`src/rtl/uart_recv.sv`:
```
`default_nettype none
// ============================================================================
// Module   : uart_recv
// Summary  : 8N1 UART receiver timed by an external oversample tick (pulse).
// Revision : 1.0
// ============================================================================
module uart_recv #(
  parameter int OVERSAMPLE = 16
) (
  input  logic       clk,
  input  logic       rst,
  input  logic       pulse,
  input  logic       signal,
  output logic [7:0] character,
  output logic       valid,
  output logic       frame_err,
  output logic       busy
);

  localparam int               CNT_W    = $clog2(OVERSAMPLE);
  localparam logic [CNT_W-1:0] CNT_LAST = CNT_W'(OVERSAMPLE - 1);
  localparam logic [CNT_W-1:0] CNT_HALF = CNT_W'(OVERSAMPLE / 2 - 1);
  localparam logic [CNT_W-1:0] CNT_ONE  = CNT_W'(1);

  localparam logic [2:0] S_IDLE      = 3'd0;
  localparam logic [2:0] S_START     = 3'd1;
  localparam logic [2:0] S_DATA      = 3'd2;
  localparam logic [2:0] S_STOP      = 3'd3;
  localparam logic [2:0] S_WAIT_IDLE = 3'd4;

  logic             sync1_q;
  logic             rx_s_q;
  logic [2:0]       state_q,     state_d;
  logic [CNT_W-1:0] cnt_q,       cnt_d;
  logic [2:0]       bit_idx_q,   bit_idx_d;
  logic [7:0]       shift_q,     shift_d;
  logic [7:0]       character_q, character_d;
  logic             valid_q,     valid_d;
  logic             frame_err_q, frame_err_d;

  always_comb begin
    state_d     = state_q;
    cnt_d       = cnt_q;
    bit_idx_d   = bit_idx_q;
    shift_d     = shift_q;
    character_d = character_q;
    valid_d     = 1'b0;
    frame_err_d = 1'b0;

    case (state_q)
      S_IDLE: begin
        if (pulse && !rx_s_q) begin
          state_d = S_START;
          cnt_d   = '0;
        end
      end

      // Re-check the line half a bit into the start bit to reject glitches.
      S_START: begin
        if (pulse) begin
          if (cnt_q == CNT_HALF) begin
            cnt_d     = '0;
            bit_idx_d = 3'd0;
            state_d   = rx_s_q ? S_IDLE : S_DATA;
          end else begin
            cnt_d = cnt_q + CNT_ONE;
          end
        end
      end

      S_DATA: begin
        if (pulse) begin
          if (cnt_q == CNT_LAST) begin
            cnt_d              = '0;
            shift_d[bit_idx_q] = rx_s_q;
            bit_idx_d          = bit_idx_q + 3'd1;
            if (bit_idx_q == 3'd7) begin
              state_d = S_STOP;
            end
          end else begin
            cnt_d = cnt_q + CNT_ONE;
          end
        end
      end

      S_STOP: begin
        if (pulse) begin
          if (cnt_q == CNT_LAST) begin
            cnt_d = '0;
            if (rx_s_q) begin
              character_d = shift_q;
              valid_d     = 1'b1;
              state_d     = S_IDLE;
            end else begin
              frame_err_d = 1'b1;
              state_d     = S_WAIT_IDLE;
            end
          end else begin
            cnt_d = cnt_q + CNT_ONE;
          end
        end
      end

      // A broken frame leaves the line low; wait for it to recover first.
      S_WAIT_IDLE: begin
        if (pulse && rx_s_q) begin
          state_d = S_IDLE;
        end
      end

      default: begin
        state_d = S_IDLE;
        cnt_d   = '0;
      end
    endcase
  end

  always_ff @(posedge clk) begin
    if (rst) begin
      sync1_q     <= 1'b1;
      rx_s_q      <= 1'b1;
      state_q     <= S_IDLE;
      cnt_q       <= '0;
      bit_idx_q   <= 3'd0;
      shift_q     <= 8'h00;
      character_q <= 8'h00;
      valid_q     <= 1'b0;
      frame_err_q <= 1'b0;
    end else begin
      sync1_q     <= signal;
      rx_s_q      <= sync1_q;
      state_q     <= state_d;
      cnt_q       <= cnt_d;
      bit_idx_q   <= bit_idx_d;
      shift_q     <= shift_d;
      character_q <= character_d;
      valid_q     <= valid_d;
      frame_err_q <= frame_err_d;
    end
  end

  assign character = character_q;
  assign valid     = valid_q;
  assign frame_err = frame_err_q;
  assign busy      = (state_q != S_IDLE);

endmodule
`default_nettype wire

```
`config.mk`:
```
export PLATFORM = sky130hd
export DESIGN_NAME = uart_recv
export DESIGN_NICKNAME = d
export VERILOG_FILES = /design/src/rtl/uart_recv.sv
export SDC_FILE = /design/constraint.sdc
export NUM_CORES = 1
export LEC_CHECK = 0
export CELL_PAD_IN_SITES_DETAIL_PLACEMENT = 1
export CELL_PAD_IN_SITES_GLOBAL_PLACEMENT = 2
export CORE_ASPECT_RATIO = 1.4
export CORE_MARGIN = 10
export CORE_UTILIZATION = 36
export DETAILED_ROUTE_END_ITERATION = 6
export GPL_ROUTABILITY_DRIVEN = 1
export PLACE_DENSITY_LB_ADDON = 0.1
export SLEW_MARGIN = 20
export SYNTH_ARGS = -nofsm -noshare
export SYNTH_HDL_FRONTEND = slang
export SYNTH_SLANG_ARGS = --single-unit
```
`constraint.sdc`:
```
create_clock -name clk -period 4.1 [get_ports clk]
set_input_delay 0.615 -clock clk [delete_from_list [all_inputs] [get_ports clk]]
set_output_delay 0.615 -clock clk [all_outputs]
set_load 0.01 [all_outputs]
```
Word-level counts from Yosys, hierarchy flattened
Cells that the tools add are included.
- flip-flop bits (word level): 30
- bits of input ports: 4
- logic and storage cells: 76
- add/subtract/negate cells: 2
- order comparisons: 2
- eq/ne operators: 17
- muxes and demuxes: 28
- bitwise operators: 4
- reduce and logical (&&, ||, !) cells: 14
- operators with widths (cell ; count):
    2-to-1 mux 3 bit ; 14
    2-to-1 mux 4 bit ; 5
    inequality test 2 bit (second input constant) ; 9
    one-hot mux 4 bit (4 select lines) ; 1
    one-hot mux 3 bit (5 select lines) ; 1
    AND reduction 9 bit ; 1
    bitwise mux 8 bit ; 1
    AND reduction 4 bit ; 2
    == test 3 x 2 -> 1 bit (second input constant) ; 2
    == test 3 bit (second input constant) ; 2
    one-hot mux 3 bit (2 select lines) ; 1
    AND reduction 5 bit ; 1
    adder 4 x 1 -> 4 bit (second input constant) ; 1
    == test 4 x 3 -> 1 bit (second input constant) ; 1
    == test 4 bit (second input constant) ; 1
    < comparator 3 x 4 -> 1 bit (second input constant) ; 1
    inverter 1 bit ; 4
    OR reduction 4 bit ; 1
    adder 3 x 1 -> 3 bit (second input constant) ; 1
    demux 1 bit (select 3 bit) ; 1
    == test 3 x 1 -> 1 bit (second input constant) ; 1
    greater-or-equal comparator 3 x 1 -> 1 bit (second input constant) ; 1
    logical AND 1 bit ; 3
    zero test 3 bit ; 1
    8 further kinds ; 10

Depth between registers and ports, before layout
- word-level depth: 5
- gate-level depth with buffers: 6

Least setup slack after synthesis
No wires, ideal clock.
- path type: input-to-reg
- start point: input port pulse
- end point: register character_q[0], in the netlist character[0]
- arrival: 1744 ps
- setup slack: 2229 ps
- cell stages on the path: 5
- path buffers: 1
- cells stage by stage: clkbuf_1 > and3_1 > nand4_1 > mux2i_1 > nor2_1
- cells in the longest elaborated chain, start to end: 1
- RTL lines (element ; RTL line ; RTL):
    start: declaration ; 12 ; input logic pulse,
    AND reduction 4 bit (no line) ; -- ;
    end signal: assignment ; 136 ; character_q <= character_d;
    end: declaration ; 37 ; logic [7:0] character_q, character_d;
No other way between the ends.
A chain may end at the register's enable or synchronous reset.

Worst setup path in the final report
- start point: input port pulse
- end point: register character_q[1], in the netlist character[1]
Same word-level chain as after synthesis.

==> results.py <==
metrics = {
    "cells_and_area": {
        "fillCellCount": 449,
        "drive_gt1_frac": 0.09091,
        "area_growth_pct": 17.93,
        "final_area_um2": 1629,
        "num_antenna_cells": 0,
        "final_nets": 171,
        "utilization": 0.4432,
    },
    "setup_path": {
        "critPathCaptureType": "flop",
        "cp_max_fo": 9,
        "cp.depth": 5,
        "worst_setup_path_start_kind": "input pin",
        "path_cells": "clkdlybuf4s50_1, and3_1, nand4_1, mux2i_1, nor2_1",
        "crit_type": "in -> reg",
        "cp.arrival_ns": 2.49,
        "path_delay_family": "simple AND/OR/NAND/NOR gates",
        "cp.required_ns": 4.26,
        "crit_buf_inv": 1,
        "r2r_cells": 4,
        "slowest_delay_ns": 0.65,
        "cp_slowest_cell": "clkdlybuf4s50_1",
    },
    "die": {
        "initial_core_util": 0.3758,
        "core_um2": 3676,
        "fp.dieArea_um2": 6750,
        "die_w_um": 72.35,
        "rows": 26,
        "dieHeight_um": 93.29,
        "ios": 15,
    },
    "synthesis": {
        "synth_flop_cell": "dfxtp_1",
        "synth_edf_count": 0,
        "async_flop_share": 0,
        "synth-simple-area-share": 0.2572,
        "synth-adder-area-share": 0.02717,
        "syn_area_um2": 1381,
        "ys_warn_count": 0,
        "synth-seq-cells": 30,
        "ys_seq_area_frac": 0.4348,
        "synthMuxAreaShare": 0.1241,
        "netlist-cell-type-count": 42,
        "synth_top_family_by_area": "simple AND/OR/NAND/NOR gates",
        "postSynthAreaPerCell_um2": 9.028,
        "syn_inst": 153,
        "synth_compound_area_frac": 0.1159,
        "synthXorXnorAreaFrac": 0.006341,
        "synth_nets": 160,
    },
    "routing": {
        "drt_iter0_drc": 36,
        "avgRoutedWirePerCell_um": 15.70,
        "drt-total-wl_um": 3249,
        "vias_per_cell": 5.585,
        "vias": 1156,
        "drtPass1Iterations": 4,
        "ant_nets": 0,
        "drc": 0,
    },
    "power_and_ir_drop": {
        "vdd_drop_max_uv": 202.0,
        "powerDensity_nw_per_um2": 343.2,
        "leakage_nw": 0.6329,
        "total_power_w": 0.0005591,
    },
    "timing": {
        "period_share": 0.5680,
        "tightest_slew_ns": 0.6886,
        "relSlewSlack": 0.5395,
        "clock_skew_ns": 0.004262,
        "max_freq_mhz": 429.4,
        "period_minus_slack_ns": 2.329,
        "hold_viol_final": 0,
        "setup_tns_ns": 0,
        "drv_slew": 0,
        "rsz0062_at_grt": "false",
        "final-setup-viol-count": 0,
    },
    "global_route": {
        "grt_pass1_vias": 1234,
        "grt_pass1_wl_um": 5651,
        "gr-usage-met1": 0.1006,
        "grt.met2_usage": 0.1944,
        "grt_max_degree": 22,
        "grt_overflow": 0,
        "met3_usage": 0.02963,
        "top_usage_layer": "met2",
        "antenna_found_initial": 0,
        "grt_use_total": 0.1041,
    },
    "place": {
        "place_area_um2": 1538,
        "dpl.hpwl_um": 2360,
        "port_buffers": 14,
        "gp_congestion": 0.7192,
    },
    "cts": {
        "clk_pin_slew_ns": 0.06,
        "cts_buffers": 5,
        "holdBufCountCts": 0,
        "clock_latency_ns": 0.27,
        "clockBufferDepth": 2,
        "cts_resized": 0,
        "post-cts-setup-buffers": 0,
        "cts.sinks": 30,
        "clockRootBuffer": "clkbuf_8",
        "cts_tree": "yes",
        "h-tree-depth": 2,
    },
    "min_path": {
        "hold-path-cell-count": 1,
        "hold_class": "reg -> reg",
    },
    "run_status": {
        "status": "finished, final reports clean",
    },
    "job": {
        "drv_cap": 0,
    },
}
[per-stage QoR]
stage,setup WS [ns],hold WS (ns),std cells
floorplan,2.229,0.3895,153
global placement,1.597,0.3935,199
detailed placement,1.417,0.3960,199
CTS,1.714,0.4108,207
global route,1.557,0.4366,207
finish,1.771,0.4074,207
[layer usage]
metal / up-vias / part of all wire
li1: 571 / -
met1: 565 / 0.41
met2: 15 / 0.54
met3: 5 / 0.034
met4: 0 / 0.018
met5: - / 0
[synth_stat cells (all sizes together) (2+ instances only)]
cell type / instances / area, um2
nand3: 6 / 30.03
nand2: 13 / 48.80
o21ai: 2 / 10.01
nand2b: 3 / 18.77
nor3b: 2 / 15.01
nor2: 15 / 56.30
a211oi: 2 / 15.01
nand4: 5 / 31.28
nand3b: 4 / 30.03
ha: 3 / 37.54
or3: 2 / 13.77
nor2b: 2 / 12.51
clkbuf: 9 / 33.78
nor3: 3 / 15.01
a21oi: 9 / 45.04
dfxtp: 30 / 600.6
buf: 2 / 10.01
or4: 2 / 15.01
mux2i: 16 / 160.2
and3: 2 / 13.77
or2: 2 / 12.51
[report_power, final]
group	internal, W	total [W]	switching [W]
registers	0.000293	0.000295	0.00000215
clock network	0.000135	0.000241	0.000106
logic	0.00000938	0.0000232	0.0000138
[cell families (layout without fill, tap and decap cells)]
kind of cell    Yosys count  count (layout)
xor+xnor                  1               1
simple gates             66              66
compound gates           24              24
flops                    30              30
mux                      17              17
fa+ha+maj                 3               3
buf+inv                  12              24
[layout make-up]
type,count,area [um2],area share
inverter,1,3.754,0.002304
clock buffer,7,86.33,0.05300
timing repair buffer,15,147.6,0.09063
multi-input combinational,111,733.2,0.4501
clock inverter,1,5.005,0.003072
tap,42,52.55,0.03226
sequential,30,600.6,0.3687
[final timing paths]
kind | start | endpoint | slack [ns]
max | pulse | character[1] | 1.77
min | sync1_q | rx_s_q | 0.41
max reg2reg | state_q[1] | cnt_q[3] | 2.06
min reg2reg | sync1_q | rx_s_q | 0.41
[flip-flops by register name, summed over array words and instances, names as in the netlist]
register	flops
sync1_q	1
frame_err	1
shift_q	8
character	8
rx_s_q	1
bit_idx_q	3
state_q	3
cnt_q	4
valid	1
[worst reg2reg max path: stages, from the launching register on]
cell and delay (ns):
dfxtp_1 0.62, nor2_1 0.24, a311o_1 0.46, or4_1 0.52, a31oi_1 0.13
[cell usage in the layout (no fill, tap or decap), types with 2 or more instances in the layout]
master and instances:
a211oi_1 2, a21oi_1 9, clkbuf_8 6, clkdlybuf4s50_1 14
dfxtp_1 30, ha_1 3, mux2i_1 16, nand2_1 13
nand2b_1 3, nand3_1 6, nand3b_1 4, nand4_1 5
nor2_1 15, nor2b_1 2, nor3_1 3, nor3b_1 2
o21ai_0 2, or2_2 2, or4_1 2
Note: power is estimated with default switching activity, not from simulation.
